--- config.mk ---
export PLATFORM = sky130hd
export DESIGN_NAME = tap_controller
export DESIGN_NICKNAME = d
export VERILOG_FILES = /design/src/rtl/tap_controller.sv
export SDC_FILE = /design/constraint.sdc
export NUM_CORES = 1
export LEC_CHECK = 0
export CAP_MARGIN = 25
export CORE_MARGIN = 5
export CORE_UTILIZATION = 53
export CTS_BUF_LIST = sky130_fd_sc_hd__clkbuf_8
export DETAILED_ROUTE_END_ITERATION = 8
export HOLD_SLACK_MARGIN = 0.15
export PLACE_DENSITY = 0.87
export SLEW_MARGIN = 20
export SYNTH_ARGS = -nofsm -noshare
export SYNTH_HDL_FRONTEND = slang
export SYNTH_SLANG_ARGS = --single-unit
--- constraint.sdc ---
create_clock -name clock -period 1.7 [get_ports clock]
set_input_delay 0.17 -clock clock [delete_from_list [all_inputs] [get_ports clock]]
set_output_delay 0.17 -clock clock [all_outputs]
set_load 0.02 [all_outputs]
--- src/rtl/tap_controller.sv ---
// IEEE 1149.1-style TAP controller with an instruction register, a bypass bit
// and a BIST run counter. It drives the boundary-scan chain and BILBO controls.
module tap_controller #(
  parameter int IR_W        = 3,
  parameter int BIST_CYCLES = 255
) (
  input  logic clock,
  input  logic rst_l,
  input  logic tms,
  input  logic tdi,
  output logic tdo,
  input  logic bsr_scan_out,
  output logic bsr_scan_in,
  output logic bsr_shift,
  output logic bsr_capture,
  output logic bsr_update,
  output logic bsr_en,
  output logic b1,
  output logic b2,
  output logic bist_done
);

  typedef enum logic [3:0] {
    TLR    = 4'd0,
    RTI    = 4'd1,
    SEL_DR = 4'd2,
    CAP_DR = 4'd3,
    SH_DR  = 4'd4,
    EX1_DR = 4'd5,
    PA_DR  = 4'd6,
    EX2_DR = 4'd7,
    UPD_DR = 4'd8,
    SEL_IR = 4'd9,
    CAP_IR = 4'd10,
    SH_IR  = 4'd11,
    EX1_IR = 4'd12,
    PA_IR  = 4'd13,
    EX2_IR = 4'd14,
    UPD_IR = 4'd15
  } tap_state_t;

  localparam logic [IR_W-1:0] OP_EXTEST  = '0;
  localparam logic [IR_W-1:0] OP_SAMPLE  = IR_W'(1);
  localparam logic [IR_W-1:0] OP_INTEST  = IR_W'(2);
  localparam logic [IR_W-1:0] OP_BIST    = IR_W'(3);
  localparam logic [IR_W-1:0] OP_BYPASS  = '1;
  localparam logic [IR_W-1:0] IR_CAPTURE = IR_W'(1);
  localparam logic [15:0]     BIST_MAX   = 16'(BIST_CYCLES);
  localparam logic [15:0]     BIST_LAST  = 16'(BIST_CYCLES - 1);

  tap_state_t      state, next_state;
  logic [IR_W-1:0] ir_shift;
  logic [IR_W-1:0] ir_active;
  logic            bypass_bit;
  logic [15:0]     bist_cnt;
  logic            bsr_sel;
  logic            bist_sel;
  logic            bist_run;

  always_comb begin
    next_state = TLR;
    unique case (state)
      TLR:    next_state = tms ? TLR    : RTI;
      RTI:    next_state = tms ? SEL_DR : RTI;
      SEL_DR: next_state = tms ? SEL_IR : CAP_DR;
      CAP_DR: next_state = tms ? EX1_DR : SH_DR;
      SH_DR:  next_state = tms ? EX1_DR : SH_DR;
      EX1_DR: next_state = tms ? UPD_DR : PA_DR;
      PA_DR:  next_state = tms ? EX2_DR : PA_DR;
      EX2_DR: next_state = tms ? UPD_DR : SH_DR;
      UPD_DR: next_state = tms ? SEL_DR : RTI;
      SEL_IR: next_state = tms ? TLR    : CAP_IR;
      CAP_IR: next_state = tms ? EX1_IR : SH_IR;
      SH_IR:  next_state = tms ? EX1_IR : SH_IR;
      EX1_IR: next_state = tms ? UPD_IR : PA_IR;
      PA_IR:  next_state = tms ? EX2_IR : PA_IR;
      EX2_IR: next_state = tms ? UPD_IR : SH_IR;
      UPD_IR: next_state = tms ? SEL_DR : RTI;
      default: next_state = TLR;
    endcase
  end

  assign bsr_sel  = (ir_active == OP_EXTEST) || (ir_active == OP_SAMPLE) ||
                    (ir_active == OP_INTEST);
  assign bist_sel = (ir_active == OP_BIST);
  assign bist_run = bist_sel && (state == RTI) && (bist_cnt < BIST_MAX);

  // Active IR is forced to BYPASS on the edge that enters TLR, so the
  // instruction is already BYPASS in the first TLR cycle.
  always_ff @(posedge clock or negedge rst_l) begin
    if (!rst_l) begin
      state     <= TLR;
      ir_shift  <= IR_CAPTURE;
      ir_active <= OP_BYPASS;
    end else begin
      state <= next_state;
      if (state == CAP_IR)
        ir_shift <= IR_CAPTURE;
      else if (state == SH_IR)
        ir_shift <= {tdi, ir_shift[IR_W-1:1]};
      if (next_state == TLR)
        ir_active <= OP_BYPASS;
      else if (state == UPD_IR)
        ir_active <= ir_shift;
    end
  end

  always_ff @(posedge clock or negedge rst_l) begin
    if (!rst_l)
      bypass_bit <= 1'b0;
    else if (state == CAP_DR)
      bypass_bit <= 1'b0;
    else if (state == SH_DR)
      bypass_bit <= tdi;
  end

  // Done is set by the increment that reaches the limit, so leaving RTI on
  // that same edge still flags completion.
  always_ff @(posedge clock or negedge rst_l) begin
    if (!rst_l) begin
      bist_cnt  <= '0;
      bist_done <= 1'b0;
    end else begin
      if (state == UPD_IR)
        bist_cnt <= '0;
      else if (bist_run)
        bist_cnt <= bist_cnt + 16'd1;
      if ((state == UPD_IR) || (next_state == TLR))
        bist_done <= 1'b0;
      else if (bist_run && (bist_cnt == BIST_LAST))
        bist_done <= 1'b1;
    end
  end

  always_comb begin
    tdo = 1'b0;
    if (state == SH_IR)
      tdo = ir_shift[0];
    else if (state == SH_DR)
      tdo = bsr_sel ? bsr_scan_out : bypass_bit;
  end

  assign bsr_scan_in = tdi;
  assign bsr_capture = bsr_sel && ((state == CAP_DR) || (state == SH_DR));
  assign bsr_shift   = bsr_sel && (state == SH_DR);
  assign bsr_update  = bsr_sel && (state == UPD_DR);
  assign bsr_en      = (ir_active == OP_EXTEST) || (ir_active == OP_INTEST);

  always_comb begin
    b1 = 1'b1;
    b2 = 1'b1;
    if (bist_sel && (state == SH_DR)) begin
      b1 = 1'b0;
      b2 = 1'b0;
    end else if (bist_run) begin
      b2 = 1'b0;
    end
  end

endmodule

# Word level (Yosys, flattened, before mapping)
# Index checks and enable logic that the tools add are counted.
[op_classes]
order_cmp = 1
addsub = 1
n_eq_ne = 19
muxes = 29
bitwise = 0
n_shift = 0
mul = 0
reduce_logical = 23
div = 0
[ops]
columns = ["cell", "count"]
rows = [
  ["4-bit one-hot mux with 12 select lines", 1],
  ["4-bit equality test, second input constant", 8],
  ["16-bit 2-to-1 mux", 2],
  ["3-bit 2-to-1 mux", 6],
  ["16-bit by 1-bit adder with 16-bit output, second input constant", 1],
  ["16-bit by 8-bit equality test with 1-bit output, second input constant", 1],
  ["4-bit by 3-bit equality test with 1-bit output, second input constant", 4],
  ["16-bit by 8-bit less-than comparator with 1-bit output, second input constant", 1],
  ["4-bit 2-to-1 mux", 4],
  ["1-bit 2-to-1 mux", 13],
  ["2-bit nonzero test", 5],
  ["4-bit by 2-bit equality test with 1-bit output, second input constant", 2],
  ["4-bit zero test", 2],
  ["1-bit logical AND", 7],
  ["3-bit by 2-bit equality test with 1-bit output, second input constant", 2],
  ["2-bit 2-to-1 mux", 3],
  ["1-bit logical OR", 5],
  ["4-bit by 1-bit equality test with 1-bit output, second input constant", 1],
  ["2-bit OR reduction", 2],
  ["3-bit by 1-bit equality test with 1-bit output, second input constant", 1],
  ["3-bit zero test", 1],
  ["3-bit OR reduction", 1],
]
[word_totals]
latchBits = 0
ramBits = 0
out_inout_bits = 9
romBits = 0
word_cells = 79
input_bits = 5
memories = 0
register_bits = 28

# Longest topological paths before layout
[depth]
word_depth = 6
mapped_depth = 7
mapped_depth_nobuf = 6

# Worst setup path after synthesis
# No wires, ideal clock.
[synth_path]
path_type = "reg2out"
start = "register state[3]"
end = "output port tdo"
arrival_ps = 1616
slack_ps = -86
path_buffers = 2
path_stages_with_launch = 5
required_time_ps = 1530
cell_sequence = "dfrtp_1 buf_2 buf_2 or4_1 o21ai_0"
[synth_via]
elab_chain_len = 3
word_cells_on_any_way = 4
classes_between = "2 x eq/ne; 2 x mux"
[synth_lines]
columns = ["element", "line_no", "text"]
rows = [
  ["start: declaration", "51", "tap_state_t state, next_state;"],
  ["start signal: assignment", "96", "state <= next_state;"],
  ["4-bit by 3-bit equality test with 1-bit output", "139", "else if (state == SH_DR)"],
  ["1-bit 2-to-1 mux", "139", ""],
  ["1-bit 2-to-1 mux (*)", "137", "if (state == SH_IR)"],
  ["end: declaration", "11", "output logic tdo,"],
]
# Mark *: on every way between the ends. The rest lies on a longest branch, timed or not.

# Worst setup path in the final report
[layout_path]
start = "register state[1]"
end = "output port b2"
[layout_via]
elab_chain_len = 5
word_cells_on_any_way = 7
classes_between = "2 x eq/ne; 2 x mux; 3 x reduce/logical"
[layout_lines]
columns = ["element", "line_no", "text"]
rows = [
  ["4-bit by 1-bit equality test with 1-bit output", "86", "assign bist_run = bist_sel && (state == RTI) && (bist_cnt < BIST_MAX);"],
  ["1-bit logical AND (2 in a row)", "86", ""],
  ["1-bit 2-to-1 mux", "155", "end else if (bist_run) begin"],
  ["1-bit 2-to-1 mux (*)", "152", "if (bist_sel && (state == SH_DR)) begin"],
  ["end: declaration", "19", "output logic b2,"],
]
# Marks and branches as above.

==> run metrics <==
Filler cells=181; clock buffer depth=2; wire length on met3=103 um; final core utilization=0.762; share of async-settable or async-resettable flops after synthesis=1.00; clock buffers created by TritonCTS=3; sort of element at the end of the critical path=primary output; synthesis-to-finish area growth=38.1%; final setup slack of the worst path=-0.191 ns; vertical die dimension=63.4 um; required time of the worst setup path=1.53 ns; netlist area before placement=0.00151 mm2; maximum number of pins on one net before global-route repair=17; PnR Total Power=3.03 mW; Critical Path Fanout Max=2; data arrival time of the worst path=1.72 ns; Max Used Layer=met4; worst vdd rail ir drop=0.00128 V; count of placed standard cells in the final layout, fillers left out=236; 1st-pass router iterations=4; Vias=1381; power density normalized to cell area=1450 mW/mm2; count of final hold-check violations=0; initial antenna violation count=0; first-pass GRT wire length=6.32 mm; critical path launch point type=register; TritonCTS clock tree=built; sum of net half-perimeters after detailed placement=2.55 mm; worst min-delay path class=in -> async; Setup Viol. Count Final=15; via count of the first global-routing pass=1408; run status=finished, violations left; Core ar.=0.00273 mm2; final worst-path cycle share=1.11; Tot GR Track Use=0.196; Detail Route met2 WL=2.16 mm; DRC Markers=0; total negative setup slack=-1.73 ns; number of placed cells counting well taps=224; width of the chip=63.4 um; Max Cap Violations=0; Clock Skew=0.00273 ns; RSZ-0062 raised after global routing=yes; Critical Setup Path Class=reg -> out; number of antenna cells inserted=0; Mapped Nets=166; final-report max-slew violation count=0; residual overflow from global routing=0; Num Clock Sinks=28; mean cell area of the mapped netlist=9.49 um2; overall die area=0.00401 mm2; starting density of the core=0.552; number of cell rows=19; routed length per instance=16.6 um; number of warning messages in the yosys log=0; cell area after layout=0.00208 mm2; post-place instance area=0.00186 mm2; number of standard cells after synthesis=159; Worst-Margin Slew=0.424 ns; CTS clock-pin slew for the worst setup and hold paths=0.09 ns; port bufs=13; count of pins on the block boundary=14; wire length the detailed router placed on met1=1.57 mm; pre-CTS setup slack=-0.295 ns; ratio of cells with drive above 1 in the final layout=0.337; worst slew margin relative to its limit=0.716; post-route antenna net violation count=0; number of nets in the layout=213; first-iteration detailed-routing DRC count=66; RD Place Congestion=0.847; minimum period implied by the final worst setup slack=1.89 ns; Post-synth top flop=dfrtp_1; sequential cell area fraction in the yosys report=0.468; failing checks=negative setup slack; maximum operating frequency=529 MHz; CTS Hold Bufs=0; worst hold-check slack=0.201 ns; count of cell types in the netlist=45; EDFF count, synth=0; number of storage elements in the synthesis netlist=28; standby leakage power=0.976 nW; total length of routed wires=3.92 mm; insertion delay to the later sink of the worst-skew pair=0.26 ns; average vias per placed instance=5.85; clock root buffer master=clkbuf_8; Clock H-tree levels=1
==> critical path: stages, from the launching register on <==
cell	delay [ns]
dfrtp_1	0.41
buf_6	0.14
nor4b_4	0.33
and4_1	0.25
nand2_1	0.07
and2_4	0.14
buf_6	0.12
==> registers in the layout, summed over array words and instances (netlist names) <==
| signal | cells |
|---|---|
| bist_cnt | 16 |
| bist_done | 1 |
| bypass_bit | 1 |
| ir_active | 3 |
| ir_shift | 3 |
| state | 4 |
==> worst paths after layout <==
check | start | end | slack (ns) | cells past startpoint
min in group clock | bist_cnt[9] | bist_cnt[9] | 0.50 | 1
min reg2reg | bist_cnt[9] | bist_cnt[9] | 0.50 | 1
max reg2reg | state[1] | bist_cnt[7] | -0.18 | 7
min | rst_l | bypass_bit | 0.20 | 1
max in group asynchronous | rst_l | bist_cnt[8] | 0.99 | 2
max | state[1] | b2 | -0.19 | 6
==> kinds of logic (layout without fill, tap and decap cells) <==
kind of cell,Yosys count,count (layout),synth area share
AND/OR/NAND/NOR,82,82,0.322
AO/OA/AOI/OAI,28,28,0.110
flip-flops,28,28,0.468
buffers and inverters,13,59,0.0481
XOR/XNOR,5,5,0.0290
adder cells (fa/ha/maj),2,2,0.0166
multiplexers,1,1,0.00663
==> cells in the mapped netlist (2+ instances only) <==
cell	count	area, um2
dfstp_2	4	105
nor2_1	12	45.0
nor3_1	2	10.0
buf_2	4	20.0
o21ai_0	12	60.1
dfrtp_1	24	601
nor2b_1	3	18.8
a21oi_1	5	25.0
ha_1	2	25.0
buf_6	2	22.5
and3b_1	2	17.5
clkbuf_1	3	11.3
a31oi_1	2	12.5
nand4_1	2	12.5
and3_1	3	18.8
and2_1	11	68.8
nand2b_1	3	18.8
xor2_1	4	35.0
and4_1	2	17.5
inv_1	3	11.3
nand3_1	7	35.0
nand2_1	20	75.1
nand3b_1	4	30.0
nor4_1	2	12.5
==> placed cells by master, fill, tap and decap left out, types with 2 or more instances in the layout <==
cell type,count
buf_4,32
dfrtp_1,24
nand2_1,20
nor2_1,11
and2_1,10
buf_6,10
o21ai_0,9
nand3_1,7
clkdlybuf4s50_1,7
a21oi_1,5
nand3b_1,4
xor2_1,4
clkbuf_8,4
dfstp_2,4
inv_1,3
o21ai_1,3
nand2b_1,2
and3b_1,2
nor4b_4,2
and3_1,2
nor3_1,2
and4_1,2
nor4_1,2
nand4_1,2
ha_1,2
buf_8,2
==> what timing repair did <==
action / in CTS / in global routing
cloned: 0 / 0
resized for setup: 49 / 14
endpoints found under the setup margin: 15 / 17
pin swaps: 7 / 6
buffers inserted: 6 / 3
==> cell type report <==
cell class	instances	area (um2)	area share
repair buffers	52	458	0.220
clock buffers	4	55.1	0.0264
well taps	31	38.8	0.0186
multi-input cells	118	816	0.391
flip-flops and latches	28	706	0.339
inverters	3	11.3	0.00540
==> where the power goes <==
group | internal (mW) | switching, mW
registers | 0.834 | 0.125
logic | 0.837 | 0.836
clock network | 0.207 | 0.189
==> layer usage <==
layer	up-vias	track usage
li1	648	-
met1	685	0.231
met2	40	0.365
met3	8	0.0142
met4	0	0.0701
met5	-	0
No activity file was read; power rests on OpenSTA's default activity.
